==> src/rtl/calc_pkg.sv <==
// Shared definitions for the calculator sequencer: opcodes, FSM state
// encoding and the helper that sizes the zero-pad field of add/sub results.
package calc_pkg;

  localparam logic [1:0] OP_ADD     = 2'b00;
  localparam logic [1:0] OP_SUB     = 2'b01;
  localparam logic [1:0] OP_MUL     = 2'b10;
  localparam logic [1:0] OP_MUL_ALT = 2'b11;

  localparam logic [1:0] ST_IDLE   = 2'd0;
  localparam logic [1:0] ST_ADDSUB = 2'd1;
  localparam logic [1:0] ST_MUL    = 2'd2;

  // Zero bits between the overflow flag and the (WIDTH+1)-bit sum.
  function automatic int pad_width(input int width);
    return width - 2;
  endfunction

endpackage

==> src/rtl/calc_sequencer_shift_add_mult.sv <==
// Iterative unsigned multiplier: one shift-add step per clock, multiplier
// LSB first. Operands are loaded on the start edge and WIDTH steps follow.
// 'done' is high during the cycle whose closing edge performs the final
// step, and 'product' is the value the accumulator takes on that edge, so
// the owner can register the finished product on the same edge.
module shift_add_mult
  import calc_pkg::*;
#(
  parameter int WIDTH = 4
) (
  input  logic               clk,
  input  logic               rst_n,
  input  logic               start,
  input  logic [WIDTH-1:0]   mcand,
  input  logic [WIDTH-1:0]   mplier,
  output logic [2*WIDTH-1:0] product,
  output logic               done
);

  localparam int CW = $clog2(WIDTH) + 1;

  logic               running;
  logic [CW-1:0]      count;
  logic [2*WIDTH-1:0] acc;
  logic [2*WIDTH-1:0] mcand_sh;
  logic [WIDTH-1:0]   mplier_sh;

  assign done    = running && (count == CW'(WIDTH - 1));
  assign product = acc + (mplier_sh[0] ? mcand_sh : '0);

  // Load operands on start, then add the shifted multiplicand for each set multiplier bit.
  always_ff @(posedge clk or negedge rst_n) begin
    if (!rst_n) begin
      running   <= 1'b0;
      count     <= '0;
      acc       <= '0;
      mcand_sh  <= '0;
      mplier_sh <= '0;
    end else if (start) begin
      running   <= 1'b1;
      count     <= '0;
      acc       <= '0;
      mcand_sh  <= {{WIDTH{1'b0}}, mcand};
      mplier_sh <= mplier;
    end else if (running) begin
      acc       <= product;
      mcand_sh  <= mcand_sh << 1;
      mplier_sh <= mplier_sh >> 1;
      if (done) begin
        running <= 1'b0;
        count   <= '0;
      end else begin
        count <= count + CW'(1);
      end
    end
  end

endmodule

==> src/rtl/calc_sequencer.sv <==
// Calculator sequencer: captures operands and opcode on a rising go, runs
// add/sub in one cycle or multiply through the shift-add engine, and
// presents a registered result with a busy/done handshake.
module calc_sequencer
  import calc_pkg::*;
#(
  parameter int WIDTH = 4
) (
  input  logic               clk,
  input  logic               rst_n,
  input  logic               go,
  input  logic [WIDTH-1:0]   a,
  input  logic [WIDTH-1:0]   b,
  input  logic [1:0]         op,
  output logic [2*WIDTH-1:0] result,
  output logic               busy,
  output logic               done
);

  localparam int PAD = pad_width(WIDTH);

  logic               go_q;
  logic               go_rise;
  logic               is_mul_op;
  logic [1:0]         state;
  logic [WIDTH-1:0]   a_q;
  logic [WIDTH-1:0]   b_q;
  logic [1:0]         op_q;
  logic [WIDTH:0]     sum;
  logic               ovf;
  logic [2*WIDTH-1:0] addsub_word;
  logic               mul_start;
  logic               mul_done;
  logic [2*WIDTH-1:0] mul_product;

  assign go_rise   = go & ~go_q;
  assign is_mul_op = (op == OP_MUL) || (op == OP_MUL_ALT);
  // The multiplier loads straight from the inputs on the capture edge so
  // that its WIDTH steps finish exactly WIDTH edges later.
  assign mul_start = (state == ST_IDLE) && go_rise && is_mul_op;

  shift_add_mult #(
    .WIDTH(WIDTH)
  ) u_mult (
    .clk    (clk),
    .rst_n  (rst_n),
    .start  (mul_start),
    .mcand  (a),
    .mplier (b),
    .product(mul_product),
    .done   (mul_done)
  );

  // Remember last cycle's go so a held-high request starts only one operation.
  always_ff @(posedge clk or negedge rst_n) begin
    if (!rst_n) begin
      go_q <= 1'b0;
    end else begin
      go_q <= go;
    end
  end

  // Form the add/sub result word: overflow flag on top, zero pad, then the (WIDTH+1)-bit sum.
  always_comb begin
    sum = '0;
    ovf = 1'b0;
    if (op_q == OP_SUB) begin
      sum = {1'b0, a_q} - {1'b0, b_q};
      ovf = (a_q < b_q);
    end else begin
      sum = {1'b0, a_q} + {1'b0, b_q};
      ovf = sum[WIDTH];
    end
    addsub_word = {ovf, {PAD{1'b0}}, sum};
  end

  // Sequencing FSM: capture in IDLE, finish add/sub next edge or wait for the multiplier.
  always_ff @(posedge clk or negedge rst_n) begin
    if (!rst_n) begin
      state  <= ST_IDLE;
      a_q    <= '0;
      b_q    <= '0;
      op_q   <= '0;
      result <= '0;
      busy   <= 1'b0;
      done   <= 1'b0;
    end else begin
      done <= 1'b0;
      case (state)
        ST_IDLE: begin
          if (go_rise) begin
            a_q   <= a;
            b_q   <= b;
            op_q  <= op;
            busy  <= 1'b1;
            state <= is_mul_op ? ST_MUL : ST_ADDSUB;
          end
        end
        ST_ADDSUB: begin
          result <= addsub_word;
          done   <= 1'b1;
          busy   <= 1'b0;
          state  <= ST_IDLE;
        end
        ST_MUL: begin
          if (mul_done) begin
            result <= mul_product;
            done   <= 1'b1;
            busy   <= 1'b0;
            state  <= ST_IDLE;
          end
        end
        default: begin
          busy  <= 1'b0;
          state <= ST_IDLE;
        end
      endcase
    end
  end

endmodule
==> config.mk <==
export PLATFORM = sky130hd
export DESIGN_NAME = calc_sequencer
export DESIGN_NICKNAME = d
export VERILOG_FILES = /design/src/rtl/calc_pkg.sv /design/src/rtl/calc_sequencer_shift_add_mult.sv /design/src/rtl/calc_sequencer.sv
export SDC_FILE = /design/constraint.sdc
export NUM_CORES = 1
export LEC_CHECK = 0
export CAP_MARGIN = 20
export CORE_ASPECT_RATIO = 2
export CORE_MARGIN = 3
export CORE_UTILIZATION = 47
export DETAILED_ROUTE_END_ITERATION = 8
export HOLD_SLACK_MARGIN = 0.06
export PLACE_DENSITY = 0.68
export SETUP_SLACK_MARGIN = 0.1
export SLEW_MARGIN = 15
export SYNTH_ARGS = -nofsm -noshare
export SYNTH_HDL_FRONTEND = slang
export SYNTH_SLANG_ARGS = --single-unit
==> constraint.sdc <==
create_clock -name clk -period 6.5 [get_ports clk]
set_clock_uncertainty 0.05 [all_clocks]
set_input_delay 1.3 -clock clk [delete_from_list [all_inputs] [get_ports clk]]
set_output_delay 1.3 -clock clk [all_outputs]
set_load 0.02 [all_outputs]
==> metrics.yaml, run 1 <==
worst_setup_path:
  r2r_start: "u_mult.mplier_sh[0]"
  cp_num_buf_inv: 2
  rrSetupSlack_ns: 4.05
  startpoint_type: "input pin"
  crit_end: "u_mult.acc[6]"
  arrival_ns: 3.21
  r2r_cells: 8
  cp_data_required_time_ns: 6.63
  crit_type: "input pin to flop"
  slowest_stage: "clkdlybuf4s50_1"
  slowest_delay_ns: 0.50
  path_max_fanout: 30
  worstReg2RegEnd: "u_mult.acc[6]"
  crit_chain: "clkdlybuf4s50_1 -> nand3b_1 -> nor2_2 -> buf_4 -> nor4b_4 -> or3_1"
  critPathTopFamily: "simple AND/OR/NAND/NOR gates"
  cp-startpoint: "go"
  crit_path_end_kind: "flop"
  crit_cells: 6
sta:
  max_freq_ghz: 0.325
  tightest_slew_ns: 0.591
  fin_tns_setup_ns: 0
  finalCritPeriodShare_pct: 47.3
  hold_slack_ns: 0.436
  finalSetupViolCount: 0
  min_period_ns: 3.07
  final_max_slew_viol_count: 0
  hold_viol_final: 0
  rsz0062_at_grt: "no"
  slew_headroom_pct: 60.5
  setup_ws_ns: 3.43
power_and_ir_drop:
  power.leakage_nw: 1.44
  power.total_mw: 1.42
  p_per_area_mw_per_mm2: 467
  ir_drop_mv: 0.286
layout:
  fillCellCount: 516
  final_common_cell: "dfrtp_1"
  most-common-layout-cells: "dfrtp_1 (47), nand2_1 (26), clkdlybuf4s50_1 (21), nor2_1 (20), ha_1 (19)"
  nets: 319
  n_antenna_cell: 0
  syn_to_final_growth_pct: 12.7
  drive_above_1_share_pct: 9.12
outcome:
  run_status: "complete, no violations"
clock_tree:
  clock_path_buffers: 2
  htreeDepth: 2
  tritoncts: "done"
  holdBufCountCts: 0
  clk_pin_slew_ns: 0.09
  cts_root_buffer: "clkbuf_8"
  ctsResizeCount: 0
  numCtsBuffers: 5
  cts_setup_buffers: 0
  cts_num_sinks: 47
  insertion_delay_ns: 0.30
floorplan:
  ios: 23
  start_util_pct: 49.0
  core_area_mm2: 0.00552
  die_x_um: 59.6
  rows: 38
  die_area_mm2: 0.00675
  dieHeight_um: 113
global_route:
  antenna_found_initial: 0
  grt_pass1_wl_um: 8680
  grt_pass1_vias: 1926
  gr-usage-all-layers_pct: 17.1
  grt_max_degree: 48
  grt-ovfl-total: 0
synthesis:
  syn_avg_cell_area_um2: 10.2
  synth_nets: 299
  netlist_area_mm2: 0.00270
  synthCells: 264
  synth_top_area_share_pct: 43.5
  synth_seq_area_share_pct: 43.5
  yosysUniqueCellTypes: 46
  ys_seq_elements: 47
  synth_warnings: 0
  yosys.area.top_type: "dfrtp_1"
  synthTopCellsByArea: "dfrtp_1 (43%), ha_1 (8.8%), mux2i_1 (6.7%), mux2_2 (4.2%), nand2_1 (3.6%)"
  async_flop_share_pct: 100
  synth_edf_count: 0
  synth_ff_type: "dfrtp_1"
routing:
  via_per_inst: 5.50
  route.vias.total: 1898
  first_pass_iters: 4
  drtIter0Drc: 55
  drc: 0
  final_antenna_net_count: 0
  drt_wl_total_um: 5170
  wire_per_inst_um: 15.0
hold_path:
  hold_class: "flop to flop"
place:
  dp_hpwl_um: 3940
  dpl_worst_slack_ns: 3.11
  place_congestion: 0.772
  placement.io_buffers: 22
flow_run:
  cap_violations: 0
==> worst min-delay path by stage <==
stage,cells after the start,slack (ns),startpoint,to
finish,2,0.44,op_q[1],op_q[1]
global route,1,0.47,busy,busy
CTS,2,0.44,op_q[1],op_q[1]
detailed placement,2,0.42,op_q[1],op_q[1]
global placement,2,0.41,op_q[1],op_q[1]
floorplan,2,0.39,op_q[1],op_q[1]
==> per-layer routing <==
metal	global-route usage, %	part of all wire, %
met1	17.4	37
met2	31.3	56
met3	3.31	3.3
met4	8.43	3.5
met5	0	0
==> power breakdown <==
part | internal [mW] | switching (mW)
registers | 0.417 | 0.0803
clock network | 0.0753 | 0.0973
logic | 0.347 | 0.406
==> state kept, by name (all words and copies together), names as in the netlist, 3 cells and up <==
signal            cells
u_mult.mcand_sh       8
u_mult.mplier_sh      4
u_mult.count          3
u_mult.acc            8
a_q                   4
result                8
b_q                   4
==> worst min-delay path, cell delays in order (launching register included) <==
cell     delay, ns
dfrtp_1       0.35
nand2_1       0.05
nand2_1       0.06
==> Yosys cell counts, types with 3 or more instances <==
cell      number
dfrtp_1       47
nand2_1       26
nor2_1        20
ha_1          19
mux2i_1       18
o21ai_0       14
a21oi_1       11
inv_1         11
nand2b_1      11
mux2_2        10
buf_2          9
and2_1         7
xnor2_1        5
a211oi_1       4
a21o_1         4
fa_1           3
nand3_1        3
nor3_1         3
o22ai_1        3
xor2_1         3
==> per-stage QoR <==
| stage | util (%) | instances | instance area [µm²] |
|---|---|---|---|
| 6_report | 55.3 | 345 | 3050 |
| 5_1_grt | 55.3 | 345 | 3050 |
| 3_3_place_gp | 53.4 | 336 | 2940 |
| 3_5_place_dp | 53.4 | 336 | 2940 |
| 4_1_cts | 54.9 | 344 | 3030 |
| 2_1_floorplan | - | 264 | 2700 |
==> layout make-up <==
class                      instances  area, µm²  share of cell area, %
multi-input combinational        193       1420                   46.5
sequential                        47       1180                   38.6
timing repair buffer              25        250                   8.21
tap                               60       75.1                   2.46
clock buffer                       6       72.6                   2.38
inverter                          12       45.0                   1.48
clock inverter                     2       12.5                  0.411
==> kinds of logic after synthesis <==
kind of cell,synth area share (%)
AND/OR/NAND/NOR,16.4
XOR/XNOR,2.59
flip-flops,43.5
adder cells (fa/ha/maj),11.0
buffers and inverters,4.12
multiplexers,10.8
AO/OA/AOI/OAI,11.5
(Power assumes the default switching activity.)
==> inputs of run 2 (changes only) <==
- PLACE_DENSITY: 0.68 -> 0.71
- clock period: 6.5 -> 2.6 ns (I/O delays scaled with it)
==> metrics.yaml, run 2 (synthesis results as in run 1) <==
flow_run:
  cap_violations: 0  # unchanged
worst_setup_path:
  slowest_delay_ns: 0.45  # -0.05 ns
  crit_end: "u_mult.acc[6]"
  r2r_cells: 8  # unchanged
  crit_type: "flop to flop"
  rrSetupSlack_ns: 0.23  # -3.82 ns
  arrival_ns: 2.50  # -0.71 ns
  cp_data_required_time_ns: 2.73  # -3.90 ns
  slowest_stage: "dfrtp_2"
  crit_chain: "and2_1 -> ha_1 -> fa_1 -> a21o_1 -> a21oi_2 -> o21a_1 -> nor4b_1 -> or3_1"
  path_max_fanout: 9  # -70%
  startpoint_type: "flop"
  r2r_start: "u_mult.mplier_sh[0]"
  crit_path_end_kind: "flop"
  cp-startpoint: "u_mult.mplier_sh[0]"
  worstReg2RegEnd: "u_mult.acc[6]"
power_and_ir_drop:
  switching_power_mw: 1.48  # +150%
  swShare_pct: 40.1  # -0.98 points
  power.leakage_nw: 1.47  # +1.8%
  p_int_mw: 2.21  # +160%
  ir_drop_mv: 0.675  # +140%
  pwr-share-seq_pct: 34.3  # -0.6 points
  p_per_area_mw_per_mm2: 1190  # +160%
  combPwrFrac_pct: 51.9  # -1.0 points
  pwr-share-clk_pct: 13.8  # +1.7 points
sta:
  hold_slack_ns: 0.112  # -0.324 ns
  final_max_slew_viol_count: 0  # unchanged
  slew_headroom_pct: 67.6  # +7.1 points
  finalSetupViolCount: 0  # unchanged
  tightest_slew_ns: 0.486  # -0.106 ns
  finalCritPeriodShare_pct: 91.2
  min_period_ns: 2.37
  max_freq_ghz: 0.422
  hold_viol_final: 0  # unchanged
  rsz0062_at_grt: "no"
  fin_tns_setup_ns: 0  # unchanged
hold_path:
  hold_class: "input pin to asynchronous set/reset pin"
global_route:
  gr-usage-all-layers_pct: 18.7  # +1.7 points
  grt_max_degree: 24  # -50%
  grt-ovfl-total: 0  # unchanged
  antenna_found_initial: 0  # unchanged
  grt_pass1_vias: 2002  # +3.9%
  grt_pass1_wl_um: 9450  # +8.8%
layout:
  drive_above_1_share_pct: 10.7  # +1.6 points
  syn_to_final_growth_pct: 14.3
  nets: 324  # +1.6%
  n_antenna_cell: 0  # unchanged
  final_common_cell: "dfrtp_1"
  top_regs: "result (8), u_mult.acc (8), u_mult.mcand_sh (8)"
  final_cell_area_mm2: 0.00309  # +1.4%
  most-common-layout-cells: "dfrtp_1 (46), nand2_1 (26), clkdlybuf4s50_1 (21), nor2_1 (20), ha_1 (19)"
clock_tree:
  tritoncts: "done"
  htreeDepth: 2  # unchanged
  clock_path_buffers: 2  # unchanged
  numCtsBuffers: 5  # unchanged
  cts_num_sinks: 47  # unchanged
  insertion_delay_ns: 0.30  # about the same
  holdBufCountCts: 0  # unchanged
  cts_root_buffer: "clkbuf_8"
  clk_pin_slew_ns: 0.08  # about the same
floorplan:
  die_x_um: 59.6  # unchanged
  dieHeight_um: 113  # unchanged
  rows: 38  # unchanged
  core_area_mm2: 0.00552  # unchanged
  ios: 23  # unchanged
  start_util_pct: 49.0  # unchanged
  die_area_mm2: 0.00675  # unchanged
routing:
  drtIter0Drc: 35  # -36%
  drt_wl_total_um: 5610  # +8.5%
  drc: 0  # unchanged
  wire_per_inst_um: 16.1  # +7.3%
  first_pass_iters: 4  # unchanged
  route.vias.total: 1923  # +1.3%
  via_per_inst: 5.51  # +0.16%
  final_antenna_net_count: 0  # unchanged
outcome:
  run_status: "complete, no violations"
place:
  dp_hpwl_um: 4450  # +13%
  placement.io_buffers: 22  # unchanged
  dpl_cell_area_mm2: 0.00297  # +1.0%
  place_congestion: 0.932  # +21%
[run 2: worst min-delay path by stage]
stage,startpoint,cells after the start,slack [ns],end
finish,rst_n,1,0.11,op_q[0]
global placement,op_q[1],2,0.41,op_q[1]
global route,rst_n,1,0.13,op_q[0]
CTS,rst_n,1,0.12,op_q[0]
detailed placement,op_q[1],2,0.42,op_q[1]
floorplan,rst_n,0,0.17,a_q[0]
[run 2: repair_timing]
item / CTS / global route
endpoints found under the setup margin: 0 / 1
resized for setup: 0 / 1
buffers inserted: 0 / 2
hold endpoints to repair: 0 / 0
[run 2: through the flow]
step | worst slack, ns | cells | utilization (%) | power (mW)
3_3_place_gp | 0.253 | 340 | 53.9 | 3.14
5_1_grt | 0.104 | 349 | 56.1 | 4.04
3_5_place_dp | 0.184 | 340 | 53.9 | 3.21
2_1_floorplan | 0.372 | 264 | - | 2.69
6_report | 0.229 | 349 | 56.1 | 3.69
4_1_cts | 0.143 | 347 | 55.8 | 3.73
[run 2: power by group through the flow]
stage                     sequential, mW  clock (mW)  combinational (mW)
final                               1.27       0.509                1.91
after global routing                1.32       0.547                2.17
after CTS                           1.27       0.526                1.93
after detailed placement            1.28           0                1.92
after global placement              1.27           0                1.88
after floorplan                     1.29           0                1.40
[run 2: metal layers]
layer | global-route usage [%] | part of all wire (%)
met5 | 0 | 0
met4 | 6.36 | 1.5
met3 | 2.85 | 2.7
met2 | 35.3 | 59
met1 | 20.0 | 37
[run 2: worst max-delay path, delay by kind of cell, from the launching register on]
kind | cells | cell delay, ns
and+or+nand+nor | 3 | 0.59
DFF | 1 | 0.45
AOI/OAI and AO/OA | 3 | 0.55
adders and majority gates | 2 | 0.62
[run 2: area by class of cell]
type | count | area, µm²
flip-flops and latches | 47 | 1180
inverters | 12 | 45.0
multi-input cells | 193 | 1420
clock buffers | 6 | 72.6
clock inverters | 1 | 30.0
repair buffers | 30 | 275
well taps | 60 | 75.1
fillers | 515 | 2420
